==> config.mk <==
export PLATFORM = sky130hd
export DESIGN_NAME = matmul_ctrl
export DESIGN_NICKNAME = d
export VERILOG_FILES = /design/src/rtl/matmul_pkg.sv /design/src/rtl/matmul_operand_loader.sv /design/src/rtl/matmul_ctrl.sv
export SDC_FILE = /design/constraint.sdc
export NUM_CORES = 1
export LEC_CHECK = 0
export BUFFER_PORTS_ARGS = -buffer_cell sky130_fd_sc_hd__buf_2
export CAP_MARGIN = 20
export CORE_AREA = 5 5 94 96
export CTS_CLUSTER_DIAMETER = 100
export DETAILED_ROUTE_END_ITERATION = 10
export DIE_AREA = 0 0 99 101
export MAX_ROUTING_LAYER = met4
export PLACE_DENSITY = 0.77
export SLEW_MARGIN = 5
export SYNTH_ARGS = -nofsm -noshare
export SYNTH_HDL_FRONTEND = slang
export SYNTH_SLANG_ARGS = --single-unit
==> constraint.sdc <==
create_clock -name clk_i -period 5.8 [get_ports clk_i]
set_input_delay 0.87 -clock clk_i [delete_from_list [all_inputs] [get_ports clk_i]]
set_output_delay 0.87 -clock clk_i [all_outputs]
set_load 0.02 [all_outputs]
==> src/rtl/matmul_pkg.sv <==
// Shared types and constants for the matrix-multiplier command sequencer.
// The timeout feature is enabled by defining MATMUL_CTRL_TIMEOUT_EN.
package matmul_pkg;

  typedef enum logic [2:0] {
    IDLE,
    LOAD,
    COMPUTE,
    WRITE,
    DONE
  } ctrl_state_t;

  localparam int DIM_W  = 2;
  localparam int A_BASE = 0;

  function automatic int calc_max_dim(input int bus_width, input int data_width);
    return bus_width / data_width;
  endfunction

  // B rows sit directly after the A rows in operand memory.
  function automatic int calc_b_base(input int max_dim);
    return A_BASE + max_dim;
  endfunction

  function automatic int calc_timeout(input int max_dim);
    return 4 * (3 * max_dim + 2);
  endfunction

  localparam int MAX_DIM       = calc_max_dim(16, 8);
  localparam int B_BASE        = calc_b_base(MAX_DIM);
  localparam int TIMEOUT_LIMIT = calc_timeout(MAX_DIM);

endpackage

==> src/rtl/matmul_operand_loader.sv <==
// Streams A then B rows from operand memory into the flat operand registers,
// aligning the one-cycle read latency and zeroing rows/elements beyond the dims.
module matmul_operand_loader
  import matmul_pkg::*;
#(
  parameter int DATA_WIDTH = 8,
  parameter int BUS_WIDTH  = 16,
  parameter int ADDR_WIDTH = 4,
  localparam int MAX_DIM_L = calc_max_dim(BUS_WIDTH, DATA_WIDTH)
) (
  input  logic                              clk_i,
  input  logic                              rst_ni,
  input  logic                              clear,
  input  logic                              active,
  input  logic [DIM_W-1:0]                  n_dim,
  input  logic [DIM_W-1:0]                  k_dim,
  input  logic [DIM_W-1:0]                  m_dim,
  output logic                              op_rd_o,
  output logic [ADDR_WIDTH-1:0]             op_addr_o,
  input  logic [BUS_WIDTH-1:0]              op_data_i,
  output logic [MAX_DIM_L*BUS_WIDTH-1:0]    a_matrix,
  output logic [MAX_DIM_L*BUS_WIDTH-1:0]    b_matrix,
  output logic                              load_done
);

  localparam int N_READS = 2 * MAX_DIM_L;
  localparam int CNT_W   = $clog2(N_READS + 1);
  localparam int B_ADDR  = calc_b_base(MAX_DIM_L);

  logic [CNT_W-1:0]     cnt;
  logic [CNT_W-1:0]     idx_q;
  logic                 rd_q;
  logic                 is_b;
  int                   row;
  int                   row_lim;
  int                   elem_lim;
  logic [BUS_WIDTH-1:0] masked;

  assign op_rd_o   = active && (int'(cnt) < N_READS);
  assign load_done = active && (int'(cnt) == N_READS);

  always_comb begin
    op_addr_o = '0;
    if (op_rd_o) begin
      if (int'(cnt) < MAX_DIM_L) op_addr_o = ADDR_WIDTH'(A_BASE + int'(cnt));
      else                       op_addr_o = ADDR_WIDTH'(B_ADDR + int'(cnt) - MAX_DIM_L);
    end
  end

  always_ff @(posedge clk_i or negedge rst_ni) begin
    if (!rst_ni) begin
      cnt   <= '0;
      rd_q  <= 1'b0;
      idx_q <= '0;
    end else begin
      cnt   <= active ? cnt + CNT_W'(1) : '0;
      rd_q  <= op_rd_o;
      idx_q <= cnt;
    end
  end

  // idx_q names the row whose data is on the bus this cycle.
  always_comb begin
    is_b     = int'(idx_q) >= MAX_DIM_L;
    row      = is_b ? int'(idx_q) - MAX_DIM_L : int'(idx_q);
    row_lim  = is_b ? int'(k_dim) : int'(n_dim);
    elem_lim = is_b ? int'(m_dim) : int'(k_dim);
    masked   = '0;
    for (int e = 0; e < MAX_DIM_L; e++) begin
      if (row <= row_lim && e <= elem_lim)
        masked[e*DATA_WIDTH +: DATA_WIDTH] = op_data_i[e*DATA_WIDTH +: DATA_WIDTH];
    end
  end

  always_ff @(posedge clk_i or negedge rst_ni) begin
    if (!rst_ni) begin
      a_matrix <= '0;
      b_matrix <= '0;
    end else if (clear) begin
      a_matrix <= '0;
      b_matrix <= '0;
    end else if (rd_q) begin
      for (int r = 0; r < MAX_DIM_L; r++) begin
        if (row == r) begin
          if (is_b) b_matrix[r*BUS_WIDTH +: BUS_WIDTH] <= masked;
          else      a_matrix[r*BUS_WIDTH +: BUS_WIDTH] <= masked;
        end
      end
    end
  end

endmodule

==> src/rtl/matmul_ctrl.sv <==
// Command sequencer for the systolic multiplier: load operands, run, write back.
// Define MATMUL_CTRL_TIMEOUT_EN to abort a COMPUTE phase that never finishes.
module matmul_ctrl
  import matmul_pkg::*;
#(
  parameter int DATA_WIDTH  = 8,
  parameter int BUS_WIDTH   = 16,
  parameter int SP_NTARGETS = 4,
  parameter int ADDR_WIDTH  = 4,
  localparam int MAX_DIM_L  = calc_max_dim(BUS_WIDTH, DATA_WIDTH),
  localparam int SEL_W      = $clog2(SP_NTARGETS)
) (
  input  logic                                  clk_i,
  input  logic                                  rst_ni,
  input  logic                                  cmd_start_i,
  input  logic                                  cmd_mode_i,
  input  logic [DIM_W-1:0]                      cmd_n_dim_i,
  input  logic [DIM_W-1:0]                      cmd_k_dim_i,
  input  logic [DIM_W-1:0]                      cmd_m_dim_i,
  input  logic [SEL_W-1:0]                      cmd_sp_sel_i,
  output logic                                  op_rd_o,
  output logic [ADDR_WIDTH-1:0]                 op_addr_o,
  input  logic [BUS_WIDTH-1:0]                  op_data_i,
  output logic [MAX_DIM_L*MAX_DIM_L*DATA_WIDTH-1:0] a_matrix_o,
  output logic [MAX_DIM_L*MAX_DIM_L*DATA_WIDTH-1:0] b_matrix_o,
  output logic [DIM_W-1:0]                      n_dim_o,
  output logic [DIM_W-1:0]                      k_dim_o,
  output logic [DIM_W-1:0]                      m_dim_o,
  output logic                                  mode_bit_o,
  output logic                                  mul_start_o,
  input  logic                                  mul_finish_i,
  input  logic [MAX_DIM_L*MAX_DIM_L-1:0]        mul_flags_i,
  output logic                                  finish_write_o,
  output logic [SEL_W-1:0]                      sp_sel_o,
  output logic                                  sp_wr_o,
  output logic                                  busy_o,
  output logic                                  done_o,
  output logic [MAX_DIM_L*MAX_DIM_L-1:0]        flags_o,
  output logic                                  err_o
);

  ctrl_state_t state, next_state;
  logic        accept;
  logic        load_done;
  logic        timeout_hit;

  assign accept = (state == IDLE) && cmd_start_i;

  always_ff @(posedge clk_i or negedge rst_ni) begin
    if (!rst_ni) state <= IDLE;
    else         state <= next_state;
  end

  always_comb begin
    next_state     = state;
    mul_start_o    = 1'b0;
    sp_wr_o        = 1'b0;
    finish_write_o = 1'b0;
    busy_o         = 1'b0;
    done_o         = 1'b0;
    case (state)
      IDLE: if (cmd_start_i) next_state = LOAD;
      LOAD: begin
        busy_o = 1'b1;
        if (load_done) next_state = COMPUTE;
      end
      COMPUTE: begin
        busy_o      = 1'b1;
        mul_start_o = 1'b1;
        if (mul_finish_i)     next_state = WRITE;
        else if (timeout_hit) next_state = DONE;
      end
      WRITE: begin
        busy_o         = 1'b1;
        mul_start_o    = 1'b1;
        sp_wr_o        = 1'b1;
        finish_write_o = 1'b1;
        next_state     = DONE;
      end
      DONE: begin
        done_o     = 1'b1;
        next_state = IDLE;
      end
      default: next_state = IDLE;
    endcase
  end

  // Command fields stay latched after completion; flags are sticky until the next command.
  always_ff @(posedge clk_i or negedge rst_ni) begin
    if (!rst_ni) begin
      n_dim_o    <= '0;
      k_dim_o    <= '0;
      m_dim_o    <= '0;
      mode_bit_o <= 1'b0;
      sp_sel_o   <= '0;
      flags_o    <= '0;
    end else if (accept) begin
      n_dim_o    <= cmd_n_dim_i;
      k_dim_o    <= cmd_k_dim_i;
      m_dim_o    <= cmd_m_dim_i;
      mode_bit_o <= cmd_mode_i;
      sp_sel_o   <= cmd_sp_sel_i;
      flags_o    <= '0;
    end else if (state == WRITE) begin
      flags_o <= mul_flags_i;
    end
  end

  matmul_operand_loader #(
    .DATA_WIDTH(DATA_WIDTH),
    .BUS_WIDTH (BUS_WIDTH),
    .ADDR_WIDTH(ADDR_WIDTH)
  ) u_loader (
    .clk_i    (clk_i),
    .rst_ni   (rst_ni),
    .clear    (accept),
    .active   (state == LOAD),
    .n_dim    (n_dim_o),
    .k_dim    (k_dim_o),
    .m_dim    (m_dim_o),
    .op_rd_o  (op_rd_o),
    .op_addr_o(op_addr_o),
    .op_data_i(op_data_i),
    .a_matrix (a_matrix_o),
    .b_matrix (b_matrix_o),
    .load_done(load_done)
  );

`ifdef MATMUL_CTRL_TIMEOUT_EN
  localparam int TO_LIMIT = calc_timeout(MAX_DIM_L);
  localparam int TO_W     = $clog2(TO_LIMIT + 1);

  logic [TO_W-1:0] compute_cnt;

  always_ff @(posedge clk_i or negedge rst_ni) begin
    if (!rst_ni)                 compute_cnt <= '0;
    else if (state == COMPUTE)   compute_cnt <= compute_cnt + TO_W'(1);
    else                         compute_cnt <= '0;
  end

  assign timeout_hit = (state == COMPUTE) && !mul_finish_i &&
                       (int'(compute_cnt) == TO_LIMIT - 1);

  always_ff @(posedge clk_i or negedge rst_ni) begin
    if (!rst_ni)          err_o <= 1'b0;
    else if (accept)      err_o <= 1'b0;
    else if (timeout_hit) err_o <= 1'b1;
  end
`else
  assign timeout_hit = 1'b0;
  assign err_o       = 1'b0;
`endif

endmodule

# Word-level counts from Yosys, hierarchy flattened
# Cells that the tools add are included.
dict set report word_totals {
  word_cells 81
  out_inout_bits 88
  input_bits 33
  ff_bits 87
}
dict set report classes {
  n_reduce_logical 19
  eq_ne 10
  add_sub_neg 4
  magnitude_cmp 6
  muxes 28
}
# operator count
set ops {}
lappend ops {{2-to-1 mux 32 bit} 5}
lappend ops {{2-to-1 mux 16 bit} 6}
lappend ops {{== test 32 x 2 -> 1 bit, second input constant} 1}
lappend ops {{less-or-equal comparator 1 x 32 -> 1 bit, first input constant} 1}
lappend ops {{less-or-equal comparator 2 x 32 -> 1 bit, first input constant} 1}
lappend ops {{less-or-equal comparator 32 bit} 1}
lappend ops {{zero test 32 bit} 1}
lappend ops {{2-to-1 mux 4 bit} 4}
lappend ops {{2-to-1 mux 8 bit} 2}
lappend ops {{AND reduction 3 bit} 5}
lappend ops {{2-to-1 mux 3 bit} 4}
lappend ops {{one-hot mux 3 bit (4 select lines)} 1}
lappend ops {{nonzero test 2 bit} 5}
lappend ops {{inequality test 2 bit, second input constant} 4}
lappend ops {{== test 3 x 2 -> 1 bit, second input constant} 2}
lappend ops {{== test 3 bit, second input constant} 2}
lappend ops {{logical AND 1 bit} 5}
lappend ops {{adder 2 x 3 -> 4 bit, first input constant} 1}
lappend ops {{2-to-1 mux 1 bit} 4}
lappend ops {{2-to-1 mux 2 bit} 2}
lappend ops {{subtractor 3 x 2 -> 4 bit, second input constant} 1}
lappend ops {{subtractor 4 x 3 -> 4 bit, second input constant} 1}
lappend ops {{adder 3 x 1 -> 3 bit, second input constant} 1}
lappend ops {{== test 3 x 1 -> 1 bit, second input constant} 1}
lappend ops {{other kinds (6)} 6}

# Longest topological paths before layout
# Gate-level depths: netlist of run 1.
dict set report depth {
  depth_word 9
  ltp_mapped 8
}

# By module
# Synthesis of run 1 repeated with hierarchy kept, for this count alone.
dict set report unflattened {
  cells_unflattened 363
  hier_area_um2 3868.7
}
# module area_each_um2 cells_each seq_area_each_um2 instances
set modules_own_cells {}
lappend modules_own_cells {matmul_operand_loader 3118.0 302 1776.7 1}
lappend modules_own_cells {matmul_ctrl 750.7 61 400.4 1}

# Least setup slack after synthesis of run 1
# Ideal clock, no wire load.
dict set report synth_timing {
  path_type {flip-flop to output port}
  startpoint {register state[0]}
  endpoint {output op_addr_o[0]}
  t_arrival_ps 1479
  setup_slack_ps 3451
  n_path_buf 1
  path_stages_with_launch 5
  cell_sequence {dfrtp_1 -> inv_1 -> or3_1 -> clkbuf_1 -> nor3_1}
}
dict set report synth_via {
  elab_chain_cells 3
}
# element line
set synth_rtl {}
lappend synth_rtl {{start, declared} matmul_ctrl.sv:42} ;# ctrl_state_t state, next_state;
lappend synth_rtl {{start signal, assigned} matmul_ctrl.sv:51} ;# else state <= next_state;
lappend synth_rtl {{== test 3 x 1 -> 1 bit} matmul_ctrl.sv:117} ;# .active (state == LOAD),
lappend synth_rtl {{logical AND 1 bit} matmul_operand_loader.sv:39} ;# assign op_rd_o = active && (int'(cnt) < N_READS);
lappend synth_rtl {{2-to-1 mux 4 bit} matmul_operand_loader.sv:44} ;# if (op_rd_o) begin
lappend synth_rtl {{end, declared} matmul_ctrl.sv:22} ;# output logic [ADDR_WIDTH-1:0] op_addr_o,
# Every way passes these cells.

# Final worst setup path of run 1
dict set report layout_timing {
  startpoint {register state[0]}
  endpoint {output op_addr_o[1]}
}
# The elaborated chain is that of the path after synthesis.

==> results of run 1 <==
-- kinds of logic (layout without fill, tap and decap cells) --
group | count (synthesis) | in the layout
buf+inv | 22 | 139
flops | 87 | 87
simple gates | 108 | 108
xor+xnor | 1 | 1
mux | 6 | 6
other cells | 1 | 3
fa+ha+maj | 4 | 4
compound gates | 73 | 73
-- worst reg2reg max path, cell delays in order, from the launching register on --
cell	delay, ps
dfrtp_1	460
nor2_1	260
mux2i_1	240
ha_1	260
nor2b_1	140
o21ai_2	260
and3_1	460
a22o_1	200
-- metal layers --
metal  wire length, microns  track usage
met1                   3650        0.215
met2                   4130        0.292
met3                    573       0.0588
met4                    134       0.0546
met5                      0            -
-- power by group through the flow --
stage	Combinational, W	Sequential, W	Clock (W)
detailed placement	0.00122	0.00102	0
finish	0.00120	0.00101	0.000420
global route	0.00131	0.00104	0.000461
global placement	0.00118	0.00101	0
CTS	0.00122	0.00101	0.000430
floorplan	0.000572	0.00125	0
-- state kept, by name, indices dropped and copies added (netlist names) --
| register | flops |
|---|---|
| u_loader.cnt | 3 |
| state | 3 |
| u_loader.b_matrix | 32 |
| sp_sel_o | 2 |
| mode_bit_o | 1 |
| u_loader.a_matrix | 32 |
| flags_o | 4 |
| u_loader.rd_q | 1 |
| m_dim_o | 2 |
| u_loader.idx_q | 3 |
| n_dim_o | 2 |
| k_dim_o | 2 |
-- stage by stage --
stage / setup slack [ps] / hold slack, ps / area (sq um)
after floorplan: 3450 / 378 / 3480
after global placement: 3370 / 405 / 4100
after detailed placement: 3250 / 399 / 4100
after CTS: 3140 / 417 / 4300
after global routing: 3000 / 432 / 4320
final: 3150 / 426 / 4320
-- final cells by class --
type                    count  area share
flip-flops and latches     87       0.503
repair buffers            120       0.146
multi-input cells         195       0.271
inverters                   5     0.00434
clock buffers              10      0.0318
well taps                 105      0.0304
clock inverters             4      0.0130
-- path summary, 6_finish.rpt --
check	start	end	slack, ps	cells past startpoint
setup / recovery	state[0]	op_addr_o[1]	3150	4
hold / removal	u_loader.cnt[1]	u_loader.idx_q[1]	430	0
setup reg to reg	u_loader.idx_q[1]	u_loader.a_matrix[21]	3460	7
hold reg to reg	u_loader.cnt[1]	u_loader.idx_q[1]	430	0
max in group asynchronous	rst_ni	u_loader.b_matrix[10]	4720	2
min in group asynchronous	rst_ni	state[0]	480	1
-- cell usage after synthesis, drive strengths merged (2+ instances only) --
cell	instances	area, sq um
dfrtp	87	2180
nand2	69	259
o21ai	33	169
a22o	32	280
nor2	17	81.3
buf	15	104
inv	5	18.8
mux2i	5	50.1
and3	4	25.0
ha	4	50.1
and2	3	18.8
o211ai	3	27.5
a21oi	2	13.8
and4bb	2	25.0
clkbuf	2	7.51
nand3b	2	15.0
nor2b	2	12.5
nor3	2	10.0
nor4b	2	38.8
==> reports/metrics.cfg, run 1 <==
[grt]
grt_overflow=0
grt_max_degree=88
antenna_found_initial=0
grt_pass1_vias=2798
grt_pass1_wl_microns=13800
track_usage=0.180

[drt]
antenna_left=0
wl_per_cell_microns=16.1
drt_first_pass_iters=4
vias_per_cell=5.12
drc_errors=0
wl_microns=8490
drtIter0Drc=105
vias=2693

[pwr]
combPwrFrac=0.457
p_total_w=0.00263
ir_drop_v=0.000295
seq_power_share=0.384
p_int_w=0.00147
powerDensity_nw_per_um2=609
swShare=0.440
power_leakage_nw=2.36
p_switching_w=0.00116
clockPowerShare=0.159

[sta]
skew_ps=11.7
tightest_slew_ps=725
slew_viol_final=0
setup_tns_ps=0
finalSetupViolations=0
slew_headroom=0.516
fin_crit_ps=2650
period_share=0.456
fmax_mhz=378
hold_violations=0
rsz0062_at_grt=no

[worst_setup_path]
path_delay_family=simple AND/OR/NAND/NOR gates
start_kind=flip-flop
crit_chain=inv_1 -> or3_1 -> nor3_1 -> buf_2
cpPeakStageDelay_ps=490
crit_type=flip-flop to output pin
crit_buf_inv=2
cp_slowest_cell=dfrtp_1
crit_required_ps=4930
path_max_fanout=8
arrival_ps=1780
end_kind=output pin

[clock_network]
clk_latency_ps=350
postCtsSetupRepairBufs=0
cts_root_buf=clkbuf_8
cts_tree=yes
cts_buffer_depth=2
cts_resized=0
postCtsHoldBufs=0
clkSinkCount=87
cts.clk_slew.worst_paths_ps=80
cts_buffers=9
cts.htree.levels=3

[finish]
finalNonFillerCells=526
multi_input_area_sq_um=1170
postLayoutCoreUtil=0.543
nets=455
seqCellArea_sq_um=2180
area_delta_synth_final_pct=24.5
antenna_cells=0
drive_gt1_frac=0.347
fillers=721
final_common_cell=buf_2
mostFrequentLayoutCells=buf_2 (116), dfrtp_1 (87), nand2_1 (69), a22o_1 (32), o21ai_0 (30)

[die]
fp.coreArea_sq_um=7970
fp-row-count=33
die-area_sq_um=10000
die_h_microns=101
ios=121
start_util=0.436
die_w_microns=99

[logic_synthesis]
ys_seq_elements=87
synth_fa_ha_area_frac=0.0144
synth_top_family_by_area=simple AND/OR/NAND/NOR gates
ys_seq_area_frac=0.627
synthSimpleGateAreaFrac=0.151
synth-xor-area-share=0.00252
async_reset_ff_frac=1.00
synth_cells=302
syn_area_sq_um=3470
synth_edf_count=0
synth_ff_type=dfrtp_1
synth.distinct_cells=39
yosysWarningCount=0
synth_compound_area_frac=0.148
synth_mux_area_frac=0.0177
syn_area_per_cell_sq_um=11.5

[placed_design]
port_buffers=117
placed_cells=511
dp_hpwl_microns=6170
place_congestion=0.781

[flow_run]
cap_viol_max_count=0

[outcome]
status=completed

[min_path]
hp-class=flip-flop to flip-flop

Power figures use the tool's default switching activity.
==> run 2, diff against run 1 <==
==> constraint.sdc (replaced) <==
create_clock -name clk_i -period 2.5 [get_ports clk_i]
set_input_delay 0.375 -clock clk_i [delete_from_list [all_inputs] [get_ports clk_i]]
set_output_delay 0.375 -clock clk_i [all_outputs]
set_load 0.02 [all_outputs]
==> reports/metrics.cfg, run 2 (synthesis results as in run 1) <==
[outcome]
status=finished, violations left
violations=hold timing

[die]
die_w_microns=99  ; unchanged
start_util=0.436  ; unchanged
die_h_microns=101  ; unchanged
fp-row-count=33  ; unchanged
ios=121  ; unchanged
die-area_sq_um=10000  ; unchanged
fp.coreArea_sq_um=7970  ; unchanged

[sta]
rsz0062_at_grt=no
period_share=0.886
hold_violations=3  ; +3
fin_crit_ps=2210
fmax_mhz=452
slew_headroom=0.449  ; -0.0668
slew_viol_final=0  ; unchanged
worst_slack_ps=285  ; -2870 ps
setup_tns_ps=0  ; unchanged
hold_ws_ps=-2.21  ; -428 ps
tightest_slew_ps=823  ; +98.0 ps
skew_ps=18.0  ; +6.39 ps
finalSetupViolations=0  ; unchanged

[worst_setup_path]
start_kind=flip-flop
rr_endpoint=u_loader.a_matrix[18]
crit_type=flip-flop to flip-flop
rrSetupSlack_ps=290  ; -3170 ps
crit_chain=nor2_1 -> mux2i_1 -> ha_1 -> nor2b_1 -> o21ai_2 -> and3_1 -> a22o_1
crit_required_ps=2780  ; -2150 ps
r2r_start=u_loader.idx_q[1]
arrival_ps=2490  ; +710 ps
cp_slowest_cell=and3_1
end_kind=flip-flop
path_delay_family=simple AND/OR/NAND/NOR gates
rr_worst_depth=7  ; unchanged
path_max_fanout=8  ; unchanged
cpPeakStageDelay_ps=460  ; -30 ps
crit_buf_inv=0  ; -2

[finish]
nets=457  ; +0.44%
reg_top3=u_loader.a_matrix: 32 flops, u_loader.b_matrix: 32 flops, flags_o: 4 flops
final_area_sq_um=4320  ; unchanged
mostFrequentLayoutCells=buf_2 (116), dfrtp_1 (87), nand2_1 (69), a22o_1 (32), o21ai_0 (30)
fillers=707  ; -1.9%
multi_input_area_sq_um=1170  ; unchanged
final_common_cell=buf_2
area_delta_synth_final_pct=24.5  ; unchanged
seqCellArea_sq_um=2180  ; unchanged
antenna_cells=0  ; unchanged
drive_gt1_frac=0.353  ; +0.00615

[placed_design]
place_congestion=0.792  ; +1.4%
port_buffers=117  ; unchanged
dp_hpwl_microns=6220  ; +0.88%
post_dp_cell_area_sq_um=4140  ; +0.85%
dp_slack_ps=278  ; -2970 ps

[drt]
wl_per_cell_microns=16.0  ; -0.65%
drtIter0Drc=167  ; +59%
drc_errors=0  ; unchanged
vias_per_cell=5.17  ; +1.0%
wl_microns=8500  ; +0.11%
antenna_left=0  ; unchanged
vias=2741  ; +1.8%
drt_first_pass_iters=4  ; unchanged

[pwr]
ir_drop_v=0.000683  ; +130%
p_total_w=0.00607  ; +130%
power_leakage_nw=2.36  ; +0.28%
powerDensity_nw_per_um2=1400  ; +130%

[clock_network]
cts_resized=0  ; unchanged
cts.htree.levels=3  ; unchanged
postCtsHoldBufs=0  ; unchanged
cts_root_buf=clkbuf_8
cts_tree=yes
postCtsSetupRepairBufs=0  ; unchanged
cts.clk_slew.worst_paths_ps=90  ; about the same
cts_buffer_depth=2  ; unchanged
clkSinkCount=87  ; unchanged
cts_buffers=9  ; unchanged
clk_latency_ps=350  ; about the same

[grt]
grt_pass1_vias=2727  ; -2.5%
grt_pass1_wl_microns=13700  ; -0.10%
antenna_found_initial=0  ; unchanged
grt_overflow=0  ; unchanged
grt_max_degree=49  ; -44%
track_usage=0.177  ; -0.00268

[min_path]
hp-class=input pin to async pin

[flow_run]
cap_viol_max_count=0  ; unchanged

run 2: layer usage:
metal,global-route usage,vias up,share of wire
met5,-,-,0
met4,0.0347,0,0.0069
met3,0.0450,7,0.070
met2,0.282,97,0.48
met1,0.233,1359,0.45
li1,-,1278,-
run 2: worst max path at each step:
| stage | slack (ps) | from | cells after the start | to |
|---|---|---|---|---|
| after floorplan | 450 | u_loader.idx_q[1] | 8 | u_loader.b_matrix[16] |
| after global routing | 130 | u_loader.idx_q[1] | 7 | u_loader.a_matrix[12] |
| final | 290 | u_loader.idx_q[1] | 7 | u_loader.a_matrix[18] |
| after detailed placement | 280 | u_loader.idx_q[1] | 7 | u_loader.a_matrix[2] |
| after global placement | 360 | u_loader.idx_q[1] | 7 | u_loader.a_matrix[2] |
| after CTS | 260 | u_loader.idx_q[1] | 7 | u_loader.a_matrix[2] |
run 2: report_power, final:
part / total, W / internal [W] / switching, W / leakage [nW]
sequential: 0.00233 / 0.00196 / 0.000368 / 1.15
clock: 0.000930 / 0.000386 / 0.000544 / 0.0984
combinational: 0.00281 / 0.000983 / 0.00183 / 1.11
total: 0.00607 / 0.00333 / 0.00274 / 2.36
run 2: layout make-up:
class	instances	area share
Clock buffer	9	0.0286
Clock inverter	7	0.0145
Inverter	5	0.00434
Multi-Input combinational cell	195	0.271
Sequential cell	87	0.503
Tap cell	105	0.0304
Timing Repair Buffer	122	0.148
run 2: metrics by stage:
| step | instances | util |
|---|---|---|
| 2_1_floorplan | 304 | - |
| 3_3_place_gp | 513 | 0.518 |
| 3_5_place_dp | 514 | 0.519 |
| 4_1_cts | 530 | 0.543 |
| 5_1_grt | 530 | 0.543 |
| 6_report | 530 | 0.543 |
run 2: worst register-to-register path, delay by kind of cell (launching register included):
family / cells / cell delay (ps)
flip-flops: 1 / 380
AND/OR/NAND/NOR: 3 / 830
AO/OA/AOI/OAI: 2 / 450
multiplexers: 1 / 230
adder cells (fa/ha/maj): 1 / 260
